**src/rtl/ebr_pkg.sv**
```systemverilog
// Shared types and defaults for the ebr_ram output drain stage.
package ebr_pkg;
    localparam int EBR_WORD_W             = 16;
    localparam int EBR_FIFO_DEPTH_DEFAULT = 8;
    localparam int EBR_FIFO_PTR_W         = $clog2(EBR_FIFO_DEPTH_DEFAULT) + 1;
    localparam int EBR_DROP_W_DEFAULT     = 16;

    typedef logic [EBR_WORD_W-1:0] ebr_word_t;
endpackage

```
**src/rtl/ebr_fifo_mem.sv**
```systemverilog
// DEPTH x WIDTH storage: one synchronous write port, one asynchronous read port.
// No reset on the array so it can map onto distributed RAM.
module ebr_fifo_mem #(
    parameter int WIDTH = 16,
    parameter int DEPTH = 8,
    parameter int AW    = $clog2(DEPTH)
) (
    input  logic             i_clock,
    input  logic             i_wr_en,
    input  logic [AW-1:0]    i_wr_addr,
    input  logic [WIDTH-1:0] i_wr_data,
    input  logic [AW-1:0]    i_rd_addr,
    output logic [WIDTH-1:0] o_rd_data
);
    logic [WIDTH-1:0] r_mem [DEPTH];

    always_ff @(posedge i_clock) begin
        if (i_wr_en) begin
            r_mem[i_wr_addr] <= i_wr_data;
        end
    end

    assign o_rd_data = r_mem[i_rd_addr];
endmodule

```
**src/rtl/ebr_out_fifo.sv**
```systemverilog
// Drain buffer for the ebr_ram valid-only stream: re-presents words on ready/valid
// and counts words lost to a full buffer instead of dropping them silently.
module ebr_out_fifo
    import ebr_pkg::*;
#(
    parameter int WIDTH  = EBR_WORD_W,
    parameter int DEPTH  = EBR_FIFO_DEPTH_DEFAULT,
    parameter int DROP_W = EBR_DROP_W_DEFAULT
) (
    input  logic                     i_clock,
    input  logic                     i_reset_n,
    input  logic [WIDTH-1:0]         i_in_data,
    input  logic                     i_in_valid,
    output logic [WIDTH-1:0]         o_out_data,
    output logic                     o_out_valid,
    input  logic                     i_out_ready,
    output logic [$clog2(DEPTH):0]   o_count,
    output logic                     o_full,
    output logic                     o_overflow,
    output logic [DROP_W-1:0]        o_drop_count,
    input  logic                     i_clear_overflow
);
    localparam int AW = $clog2(DEPTH);
    localparam int PW = AW + 1;
    localparam logic [PW-1:0]     PTR_ONE  = {{(PW-1){1'b0}}, 1'b1};
    localparam logic [DROP_W-1:0] DROP_ONE = {{(DROP_W-1){1'b0}}, 1'b1};
    localparam logic [DROP_W-1:0] DROP_MAX = '1;

    logic [PW-1:0]     r_wr_ptr;
    logic [PW-1:0]     r_rd_ptr;
    logic              r_overflow;
    logic [DROP_W-1:0] r_drop_count;

    logic              w_empty;
    logic              w_full;
    logic              w_push;
    logic              w_pop;
    logic              w_drop;
    logic [WIDTH-1:0]  w_rd_data;

    // Extra pointer MSB separates the full and empty cases when the low bits match.
    assign w_empty = (r_wr_ptr == r_rd_ptr);
    assign w_full  = (r_wr_ptr[PW-1] != r_rd_ptr[PW-1]) &&
                     (r_wr_ptr[AW-1:0] == r_rd_ptr[AW-1:0]);

    assign w_pop  = !w_empty && i_out_ready;
    assign w_push = i_in_valid && (!w_full || w_pop);
    assign w_drop = i_in_valid && w_full && !w_pop;

    ebr_fifo_mem #(
        .WIDTH (WIDTH),
        .DEPTH (DEPTH),
        .AW    (AW)
    ) u_mem (
        .i_clock   (i_clock),
        .i_wr_en   (w_push && i_reset_n),
        .i_wr_addr (r_wr_ptr[AW-1:0]),
        .i_wr_data (i_in_data),
        .i_rd_addr (r_rd_ptr[AW-1:0]),
        .o_rd_data (w_rd_data)
    );

    always_ff @(posedge i_clock) begin
        if (!i_reset_n) begin
            r_wr_ptr <= '0;
            r_rd_ptr <= '0;
        end else begin
            if (w_push) begin
                r_wr_ptr <= r_wr_ptr + PTR_ONE;
            end
            if (w_pop) begin
                r_rd_ptr <= r_rd_ptr + PTR_ONE;
            end
        end
    end

    // A drop in the same cycle as a clear wins: the fresh loss must stay visible.
    always_ff @(posedge i_clock) begin
        if (!i_reset_n) begin
            r_overflow   <= 1'b0;
            r_drop_count <= '0;
        end else if (w_drop) begin
            r_overflow <= 1'b1;
            if (i_clear_overflow) begin
                r_drop_count <= DROP_ONE;
            end else if (r_drop_count != DROP_MAX) begin
                r_drop_count <= r_drop_count + DROP_ONE;
            end
        end else if (i_clear_overflow) begin
            r_overflow   <= 1'b0;
            r_drop_count <= '0;
        end
    end

    assign o_out_valid  = !w_empty;
    assign o_out_data   = w_empty ? '0 : w_rd_data;
    assign o_count      = r_wr_ptr - r_rd_ptr;
    assign o_full       = w_full;
    assign o_overflow   = r_overflow;
    assign o_drop_count = r_drop_count;
endmodule

```
**config.mk**
```make
export PLATFORM = sky130hd
export DESIGN_NAME = ebr_out_fifo
export DESIGN_NICKNAME = d
export VERILOG_FILES = /design/src/rtl/ebr_pkg.sv /design/src/rtl/ebr_fifo_mem.sv /design/src/rtl/ebr_out_fifo.sv
export SDC_FILE = /design/constraint.sdc
export NUM_CORES = 1
export LEC_CHECK = 0
export CAP_MARGIN = 20
export CORE_MARGIN = 4
export CORE_UTILIZATION = 53
export DETAILED_ROUTE_END_ITERATION = 10
export PLACE_DENSITY = 0.75
export SYNTH_ARGS = -nofsm -noshare
export SYNTH_HDL_FRONTEND = slang
export SYNTH_SLANG_ARGS = --single-unit
export TNS_END_PERCENT = 1
```
**constraint.sdc**
```tcl
create_clock -name i_clock -period 8.5 [get_ports i_clock]
set_clock_uncertainty 0.2 [all_clocks]
set_input_delay 1.7 -clock i_clock [delete_from_list [all_inputs] [get_ports i_clock]]
set_output_delay 1.7 -clock i_clock [all_outputs]
set_load 0.01 [all_outputs]
```
==> run_results.csv, run 1 <==
group,metric,value,unit
cts,clock_path_buffers,2,
cts,cts.sinks,156,
setup_path,crit_path_max_fanout,17,
setup_path,crit_required,6.60,ns
setup_path,crit_path_end_kind,"output pin",
global_route,overflow,0,
sta,setup_tns,0,ns
power,p_leak,2.48,nW
placed_design,placed_area,7120,sq um
power,irDropWorstVdd,0.134,mV
logic_synthesis,yosysUniqueCellTypes,46,
global_route,track_usage,0.190,
setup_path,critPathLaunchType,"register",
logic_synthesis,synth-edff-count,128,
setup_path,reg2reg_depth,7,
floorplanning,coreArea,11600,sq um
drt,wl,12200,um
cts,ctsHoldBuffers,0,
setup_path,critPathKind,"reg2out",
setup_path,endpoint,"o_out_valid",
setup_path,r2r-start,"r_wr_ptr[0]",
setup_path,startpoint,"r_wr_ptr[0]",
sta,tightest_slew,1.03,ns
drt,drt_first_iter_violations,326,
floorplanning,rows,39,
setup_path,arrival,2.95,ns
cts,cts_root_buf,"clkbuf_16",
sta,rsz0062_at_grt,"no",
global_route,grt_max_degree,33,
setup_path,slowest_stage,"nor2_2",
sta,hold_viol,0,
logic_synthesis,syn_area,6340,sq um
placed_design,globalplace.congestion,0.814,
sta,max_freq,206,MHz
cts,post_cts_buffers,0,
drt,routedWlPerCell,20.1,um
flow_run,maxCapViolCount,0,
logic_synthesis,yosysWarnings,0,
drt,viasPerCell,5.78,
logic_synthesis,ys_ff_latch,156,
status,outcome,"complete, no violations",
floorplanning,start_util,0.548,
setup_path,critPathMaxStageDelay,0.80,ns
drt,first_pass_iters,4,
setup_path,reg2reg_to,"u_mem.r_mem[0][12]",
drt,remaining_drc_errors,0,
min_path,hold_path_class,"reg2reg",
cts,cts_tree,"built",
placed_design,io_buffers,59,
logic_synthesis,async_flop_share,0,
global_route,grt_pass1_vias,3641,
placed_design,dp_cells,576,
cts,insertion_delay,0.42,ns
floorplanning,die_area,13800,sq um
sta,period_needed,4.85,ns
cts,cts.repair.resized,0,
logic_synthesis,syn_inst,379,
floorplanning,ios,60,
sta,setup_violations,0,
global_route,antenna_found_initial,0,
logic_synthesis,synth_flop_cell,"edfxtp_1",
floorplanning,die_height,117,um
setup_path,r2r_setup_slack,5.51,ns
power,p_per_area,248,nW/um^2
cells_and_area,fin_area,7750,sq um
cts,cts_buffers,17,
cells_and_area,final_layout_size_suffix_gt1_frac,0.178,
sta,maxSlewHeadroom,0.312,
cells_and_area,syn_to_final_growth,22.3,%
floorplanning,die_w,117,um
placed_design,hpwl,7600,um
sta,finalMaxSlewViolations,0,
cells_and_area,stdcell_count,609,
cts,htreeDepth,4,
sta,fin_crit_sh,0.570,
setup_path,worstPathCellList,"inv_1 > ha_1 > nand3_1 > nor2_2 > inv_2 > clkdlybuf4s50_1",
drt,drtAntennaViolNets,0,
cells_and_area,nNetsFinal,481,
logic_synthesis,syn_area_per_cell,16.7,sq um
cells_and_area,fill_cells,784,
global_route,grt_pass1_wl,20000,um
logic_synthesis,postSynthNetCount,407,
cts,path_clk_slew,0.06,ns
logic_synthesis,ys_seq_area_frac,0.695,
drt,via_count,3517,
cells_and_area,antenna_cells,0,
-- metrics by stage --
step | hold WS [ns] | total power, mW | utilization | setup WS [ns]
3_5_place_dp | 0.281 | 1.16 | 0.615 | 4.10
3_3_place_gp | 0.274 | 1.15 | 0.615 | 4.17
2_1_floorplan | 0.300 | 1.04 | - | 4.64
4_1_cts | 0.293 | 1.94 | 0.669 | 3.64
5_1_grt | 0.333 | 2.00 | 0.670 | 3.44
6_report | 0.290 | 1.92 | 0.670 | 3.65
-- cell usage in the layout (no fill, tap or decap), types with 3 or more instances in the layout --
master	n
xnor2_1	11
and2_1	8
inv_1	7
nor2_1	28
edfxtp_1	128
xor2_1	6
a21oi_1	11
inv_6	4
nand2_1	11
a21boi_0	3
nand3_1	14
clkinvlp_4	3
mux4_2	32
and3_1	5
nor3_1	5
clkbuf_16	17
buf_4	9
mux2i_1	17
clkinv_1	4
dfxtp_1	26
nand3b_1	4
ha_1	6
clkdlybuf4s50_1	59
nand4_1	6
bufinv_16	4
o21ai_0	6
-- cell usage after synthesis, types with 7 or more instances --
master | instances | area, sq um
mux2i_1 | 17 | 170
nor2_1 | 28 | 105
mux4_2 | 32 | 721
nand2_1 | 11 | 41.3
and2_1 | 8 | 50.1
a21oi_1 | 11 | 55.1
edfxtp_1 | 128 | 3840
nand3_1 | 14 | 70.1
dfxtp_1 | 28 | 561
xnor2_1 | 11 | 96.3
nor3_1 | 7 | 35.0
inv_1 | 7 | 26.3
-- worst min-delay path by stage --
stage | from | to | slack (ns) | depth (start not counted)
CTS | o_overflow | o_overflow | 0.29 | 2
global route | o_overflow | o_overflow | 0.33 | 2
global placement | o_overflow | o_overflow | 0.27 | 2
floorplan | o_overflow | o_overflow | 0.30 | 2
detailed placement | o_overflow | o_overflow | 0.28 | 2
finish | o_overflow | o_overflow | 0.29 | 2
-- critical path, delay by kind of cell (launching register included) --
kind	cells	cell delay, ns
buffers and inverters	3	0.81
AND/OR/NAND/NOR	2	0.92
adder cells (fa/ha/maj)	1	0.33
flip-flops	1	0.46
-- report_power, final --
| part | internal [mW] | switching (mW) | total [mW] |
|---|---|---|---|
| clock network | 0.490 | 0.293 | 0.783 |
| registers | 0.840 | 0.0203 | 0.861 |
| logic | 0.153 | 0.126 | 0.279 |
-- final cells by class --
type,count,area (sq um),share of cell area
clock buffers,17,425,0.0549
clock inverters,15,193,0.0249
inverters,8,30.0,0.00388
multi-input cells,201,1840,0.238
flip-flops and latches,156,4410,0.569
well taps,143,179,0.0231
repair buffers,69,673,0.0869
-- kinds of logic after synthesis --
logic type	after synthesis	synth area share
compound gates	27	0.0253
buf+inv	22	0.0158
flops	156	0.695
mux	49	0.141
fa+ha+maj	7	0.0150
simple gates	100	0.0822
xor+xnor	18	0.0261
-- flip-flops by register name, summed over array words and instances (netlist names), named ones only --
| signal | flops |
|---|---|
| o_overflow | 1 |
| r_wr_ptr | 4 |
| u_mem.r_mem | 128 |
| o_drop_count | 16 |
| r_rd_ptr | 4 |
-- metal layers --
metal / part of all wire / up-vias / GRT usage
met5: 0 / - / 0
met4: 0.013 / 0 / 0.0601
met3: 0.058 / 12 / 0.0558
met2: 0.50 / 107 / 0.301
met1: 0.43 / 1773 / 0.257
li1: - / 1625 / -
No activity file was read; power rests on OpenSTA's default activity.
==> run 2: changes to the inputs <==
Clock period 8.5 ns to 4.5 ns, I/O delays scaled along.
==> run 2 against run 1 <==
  * Sequential cell count unchanged
  * Sequential power grew 88%
  * Non-clock buffer count grew 4
  * Critical path depth up 1
  * Register-to-register slack got worse by 3.9 ns
  * Final cell count up 0.66%
  * Critical path type unchanged
  * Largest power group unchanged
==> run_results.csv, run 2 (synthesized netlist as in run 1, its figures left out) <==
group,metric,value,unit
global_route,met3_usage,0.0491,
drt,via_count,3552,
drt,wl,12600,um
global_route,antenna_found_initial,0,
cells_and_area,nNetsFinal,485,
power,p_per_area,468,nW/um^2
sta,max_freq,258,MHz
global_route,grt_pass1_wl,20300,um
cts,cts_buffers,17,
placed_design,placed_area,7160,sq um
placed_design,dp_slack,1.06,ns
sta,tightest_slew,0.558,ns
cells_and_area,fill_cells,798,
placed_design,globalplace.congestion,0.829,
global_route,track_usage,0.192,
global_route,grt_pass1_vias,3702,
cells_and_area,mostFrequentLayoutCells,"128 x edfxtp_1, 59 x clkdlybuf4s50_1, 32 x mux4_2",
sta,finalMaxSlewViolations,0,
power,p_clk_frac,0.403,
drt,first_pass_iters,4,
drt,drt_first_iter_violations,336,
setup_path,r2r_setup_slack,1.61,ns
cells_and_area,final_common_cell,"edfxtp_1",
cts,post_cts_buffers,0,
cells_and_area,fin_util,0.673,
drt,drtAntennaViolNets,0,
setup_path,crit_required,3.40,ns
setup_path,reg2reg_to,"u_mem.r_mem[3][13]",
power,power_frac_seq,0.446,
drt,routedWlPerCell,20.5,um
global_route,grt_max_degree,33,
cts,cts.repair.resized,0,
cts,clock_path_buffers,2,
cells_and_area,final_layout_size_suffix_gt1_frac,0.187,
cells_and_area,largest-register,"u_mem.r_mem",
power,p_int,2.82,mW
global_route,grt_util_met2,0.320,
cts,htreeDepth,4,
min_path,hold_path_class,"reg2reg",
power,p_comb_frac,0.151,
cells_and_area,syn_to_final_growth,22.9,%
cts,ctsHoldBuffers,0,
setup_path,reg2reg_depth,7,
floorplanning,die_w,117,um
sta,worst_slack,0.625,ns
sta,maxSlewHeadroom,0.628,
setup_path,arrival,2.77,ns
setup_path,r2r-start,"r_wr_ptr[0]",
status,outcome,"complete, no violations",
min_path,whs_path_depth,2,
cts,cts_root_buf,"clkbuf_16",
setup_path,crit_path_end_kind,"output pin",
floorplanning,die_height,117,um
sta,hold_viol,0,
floorplanning,coreArea,11600,sq um
cts,path_clk_slew,0.06,ns
cells_and_area,antenna_cells,0,
cells_and_area,multiInputGateArea,1840,sq um
floorplanning,ios,60,
cts,insertion_delay,0.41,ns
min_path,hold_path_end,"o_overflow",
power,switching_share,0.227,
global_route,use_met1,0.246,
drt,viasPerCell,5.79,
sta,setup_violations,0,
floorplanning,rows,39,
sta,setup_tns,0,ns
sta,period_needed,3.87,ns
setup_path,critPathLaunchType,"register",
cts,cts.sinks,156,
floorplanning,start_util,0.548,
sta,rsz0062_at_grt,"no",
flow_run,maxCapViolCount,0,
cts,cts_tree,"built",
power,p_leak,2.50,nW
sta,fin_crit_sh,0.861,
placed_design,hpwl,7740,um
cells_and_area,regArea,4410,sq um
drt,remaining_drc_errors,0,
cells_and_area,largest_reg_flops,128,
power,switchingPower,0.826,mW
cells_and_area,fin_area,7790,sq um
placed_design,io_buffers,59,
min_path,min-delay-start,"o_overflow",
setup_path,critPathKind,"reg2out",
global_route,overflow,0,
setup_path,crit_path_max_fanout,9,
global_route,busiest_layer,"met2",
floorplanning,die_area,13800,sq um
power,irDropWorstVdd,0.270,mV
==> run 2: cell types whose count changed in the layout (fill, tap and decap cells not counted), sizes merged <==
cell / before / now
inv: 12 / 9
clkinvlp: 3 / 2
clkinv: 4 / 8
buf: 10 / 14
==> run 2: critical path, cell delays in order, from the launching register on <==
cell	delay, ns
dfxtp_1	0.48
inv_1	0.14
ha_1	0.33
nand3_1	0.13
nor2_2	0.44
buf_4	0.28
nor2_1	0.08
clkdlybuf4s50_1	0.49
==> run 2: through the flow <==
stage | hold WS (ns) | power (mW) | instances
2_1_floorplan | 0.300 | 1.96 | 379
3_3_place_gp | 0.272 | 2.20 | 581
3_5_place_dp | 0.274 | 2.21 | 581
4_1_cts | 0.287 | 3.68 | 613
5_1_grt | 0.327 | 3.78 | 613
6_report | 0.284 | 3.64 | 613
==> run 2: worst max path at each step <==
stage                        endpoint  cells past startpoint        start  slack, ns
floorplan           u_mem.r_mem[4][0]                      6  r_wr_ptr[0]       1.41
global placement        o_out_data[5]                      5     register       1.13
detailed placement     o_out_data[15]                      7  r_wr_ptr[0]       1.06
CTS                    o_out_data[15]                      7  r_wr_ptr[0]       0.60
global route            o_out_data[5]                      7  r_wr_ptr[0]       0.40
finish                 o_out_data[15]                      7  r_wr_ptr[0]       0.63
==> run 2: per-layer routing <==
layer  vias up  wire length (um)
met5         -                 0
met2       104              6560
li1       1633                 -
met1      1809              5270
met3         6               688
met4         0                65
==> run 2: power by group through the flow <==
stage          combinational (mW)  clock (mW)  sequential (mW)
2_1_floorplan               0.332           0             1.63
3_3_place_gp                0.544           0             1.65
3_5_place_dp                0.552           0             1.65
4_1_cts                     0.560        1.49             1.62
5_1_grt                     0.597        1.56             1.63
6_report                    0.550        1.47             1.62
==> run 2: area by class of cell <==
cell class                 instances  share of cell area
clock inverter                    15              0.0252
sequential                       156               0.566
multi-input combinational        201               0.237
tap                              143              0.0230
inverter                           8             0.00386
clock buffer                      17              0.0546
timing repair buffer              73              0.0910
==> variant (settings of run 1) <==
Make the reset (`i_reset_n`) asynchronous in 2 clocked blocks.
--- a/src/rtl/ebr_out_fifo.sv
+++ b/src/rtl/ebr_out_fifo.sv
@@ -60,7 +60,7 @@
         .o_rd_data (w_rd_data)
     );
 
-    always_ff @(posedge i_clock) begin
+    always_ff @(posedge i_clock or negedge i_reset_n) begin
         if (!i_reset_n) begin
             r_wr_ptr <= '0;
             r_rd_ptr <= '0;
@@ -75,7 +75,7 @@
     end
 
     // A drop in the same cycle as a clear wins: the fresh loss must stay visible.
-    always_ff @(posedge i_clock) begin
+    always_ff @(posedge i_clock or negedge i_reset_n) begin
         if (!i_reset_n) begin
             r_overflow   <= 1'b0;
             r_drop_count <= '0;
Function: differs if i_reset_n is asserted again (counterexample within 4 cycles, from zero or initial values and one cycle with i_reset_n low); with i_reset_n held inactive, the same outputs for 10 cycles.
==> variant against run 1 <==
Cell area rose by 2.1%; routed wire length increased by 9.1%; area after synthesis up 1.8%; sequential share of layout area decreased by 0.39 points; non-clock buffer count increased by 2; sequential cell count is 3 lower; setup slack got worse by 1.4 ns; global-route usage is 1.7 points higher; hold slack better by 0.063 ns; die area grew 1.7%; largest cell class unchanged.
Power is not compared: it rests on default switching activity, and its combinational part moved more than twofold at a synthesized area within 25%.
==> variant: results (changes against run 1) <==
Outcome
  – Outcome: complete, no violations

Placement
  – Placed Cells: 595 (+3.3%)
  – Post-placement setup slack: 2.657 ns (-1.444 ns)
  – Placed inst area: 7258 sq um (+2.0%)
  – RePlAce Congestion: 0.8259 (+1.5%)
  – Port Buffers: 59 (unchanged)
  – Dpl hpwl: 8.072 mm (+6.2%)

Logic synthesis
  – Async SR Flop Fraction: 0.1634 (+0.1634)
  – Adder-cell share of the synthesized area: 0.01474 (-0.0002678)
  – EDFF count, synth: 128 (unchanged)
  – Synth top area cells: edfxtp_1 60%, mux4_2 11%, dfrtp_1 9.7%
  – Post-synthesis instance total: 394 (+4.0%)
  – Top cells by count, synth: 128 x edfxtp_1, 39 x nand2_1, 32 x mux4_2
  – Register area share after synthesis: 0.6928 (-0.002318)
  – Syn_nets: 422 (+3.7%)
  – Synth cell types: 42 (-8.7%)
  – XOR/XNOR share of the synthesized area: 0.01610 (-0.009969)
  – Post-synthesis mux area share: 0.1290 (-0.01162)
  – Compound-Gate Fraction of Synth Area: 0.04092 (+0.01565)
  – Ys Warns: 0 (unchanged)

Critical path
  – Critical Path Fanout Max: 19 (+2)
  – Slowest CP cell: dfrtp_1
  – Delay-heaviest family, CP: buffers and inverters
  – R2R Path Start: r_rd_ptr[2]$_DFFE_PN0P_
  – Worst path max stage delay: 0.88 ns (+0.08 ns)
  – CP arrival: 4.32 ns (+1.37 ns)
  – Critical path origin: r_rd_ptr[2]$_DFFE_PN0P_

CTS
  – Post-cts gate resize count: 0 (unchanged)
  – H-tree depth: 4 (unchanged)
  – Post-CTS Setup Bufs: 0 (unchanged)
  – TritonCTS buffer count: 17 (unchanged)
  – Clock buffer depth: 2 (unchanged)
  – Worst-Skew Late Latency: 0.41 ns

Global route
  – Vias in the first global route: 3911 (+7.4%)
  – Initial antenna violation count: 1 (+1)
  – Largest net degree at the start of global routing: 38 (+15%)
  – Overall routing resource usage: 0.2065 (+0.01657)
  – First-pass GRT wire length: 21.81 mm (+9.1%)

Drt
  – Vias: 3736 (+6.2%)
  – Routed len/inst: 21.29 microns (+5.9%)
  – DRT Pass-1 Iters: 4 (unchanged)
  – Starting DRT DRC Count: 334 (+2.5%)

Worst hold path
  – Min-delay src: o_overflow$_DFFE_PN0P_

STA
  – Least-Margin Pin Slew: 0.8911 ns (-0.1398 ns)

Power
  – Pleak: 2.732 nW
  – Peak VDD IR: 203.3 uV

Cells and area
  – Nets: 495 (+2.9%)
  – Layout cells sized above 1: 0.1896 (+0.01147)
  – Finished Core Util: 0.6617 (-0.008306)
  – Max FFs per register: 128 (unchanged)
  – N_diodes: 0 (unchanged)
  – Fin cells: 627 (+3.0%)
  – Fillers: 834 (+6.4%)
variant: cell count changes in the layout (fill, tap and decap cells not counted), moves of 7 or more:
| cell | run 1 | this run |
|---|---|---|
| nand2_1 | 11 | 39 |
| dfxtp_1 | 26 | 0 |
| dfrtp_1 | 0 | 24 |
| mux2i_1 | 17 | 1 |
| a21oi_1 | 11 | 23 |
| mux2_2 | 0 | 9 |
| nor2_1 | 28 | 20 |
| and2_1 | 8 | 1 |
| nor2b_1 | 2 | 9 |
variant: metal layers:
layer,track usage,routed length (microns)
met5,0,12
met1,0.2693,5447
met2,0.3394,6794
met4,0.07106,162
met3,0.05311,930
variant: path summary, 6_finish.rpt:
check                                         endpoint  slack, ns  cells after the start
max in group asynchronous      r_rd_ptr[0]$_DFFE_PN0P_       6.35                      2
setup reg to reg           u_mem.r_mem[5][2]$_DFFE_PP_       3.63                      7
hold / removal                  o_overflow$_DFFE_PN0P_       0.35                      2
min in group asynchronous  o_drop_count[9]$_DFFE_PN0P_       1.46                      2
setup / recovery                         o_out_data[4]       2.28                      7
hold reg to reg                 o_overflow$_DFFE_PN0P_       0.35                      2
variant: layout make-up:
class	count	share of cell area
multi-input cells	213	0.2377
clock buffers	18	0.05422
repair buffers	71	0.08599
clock inverters	14	0.02877
flip-flops and latches	153	0.5648
well taps	147	0.02324
inverters	11	0.005217
variant: where the power goes:
part / switching [W] / leakage, nW / internal (W) / total, W
Clock: 0.000280 / 0.317 / 0.000547 / 0.000827
Combinational: 0.000453 / 0.928 / 0.000464 / 0.000917
Sequential: 0.0000571 / 1.49 / 0.000887 / 0.000944
Total: 0.000791 / 2.73 / 0.00190 / 0.00269
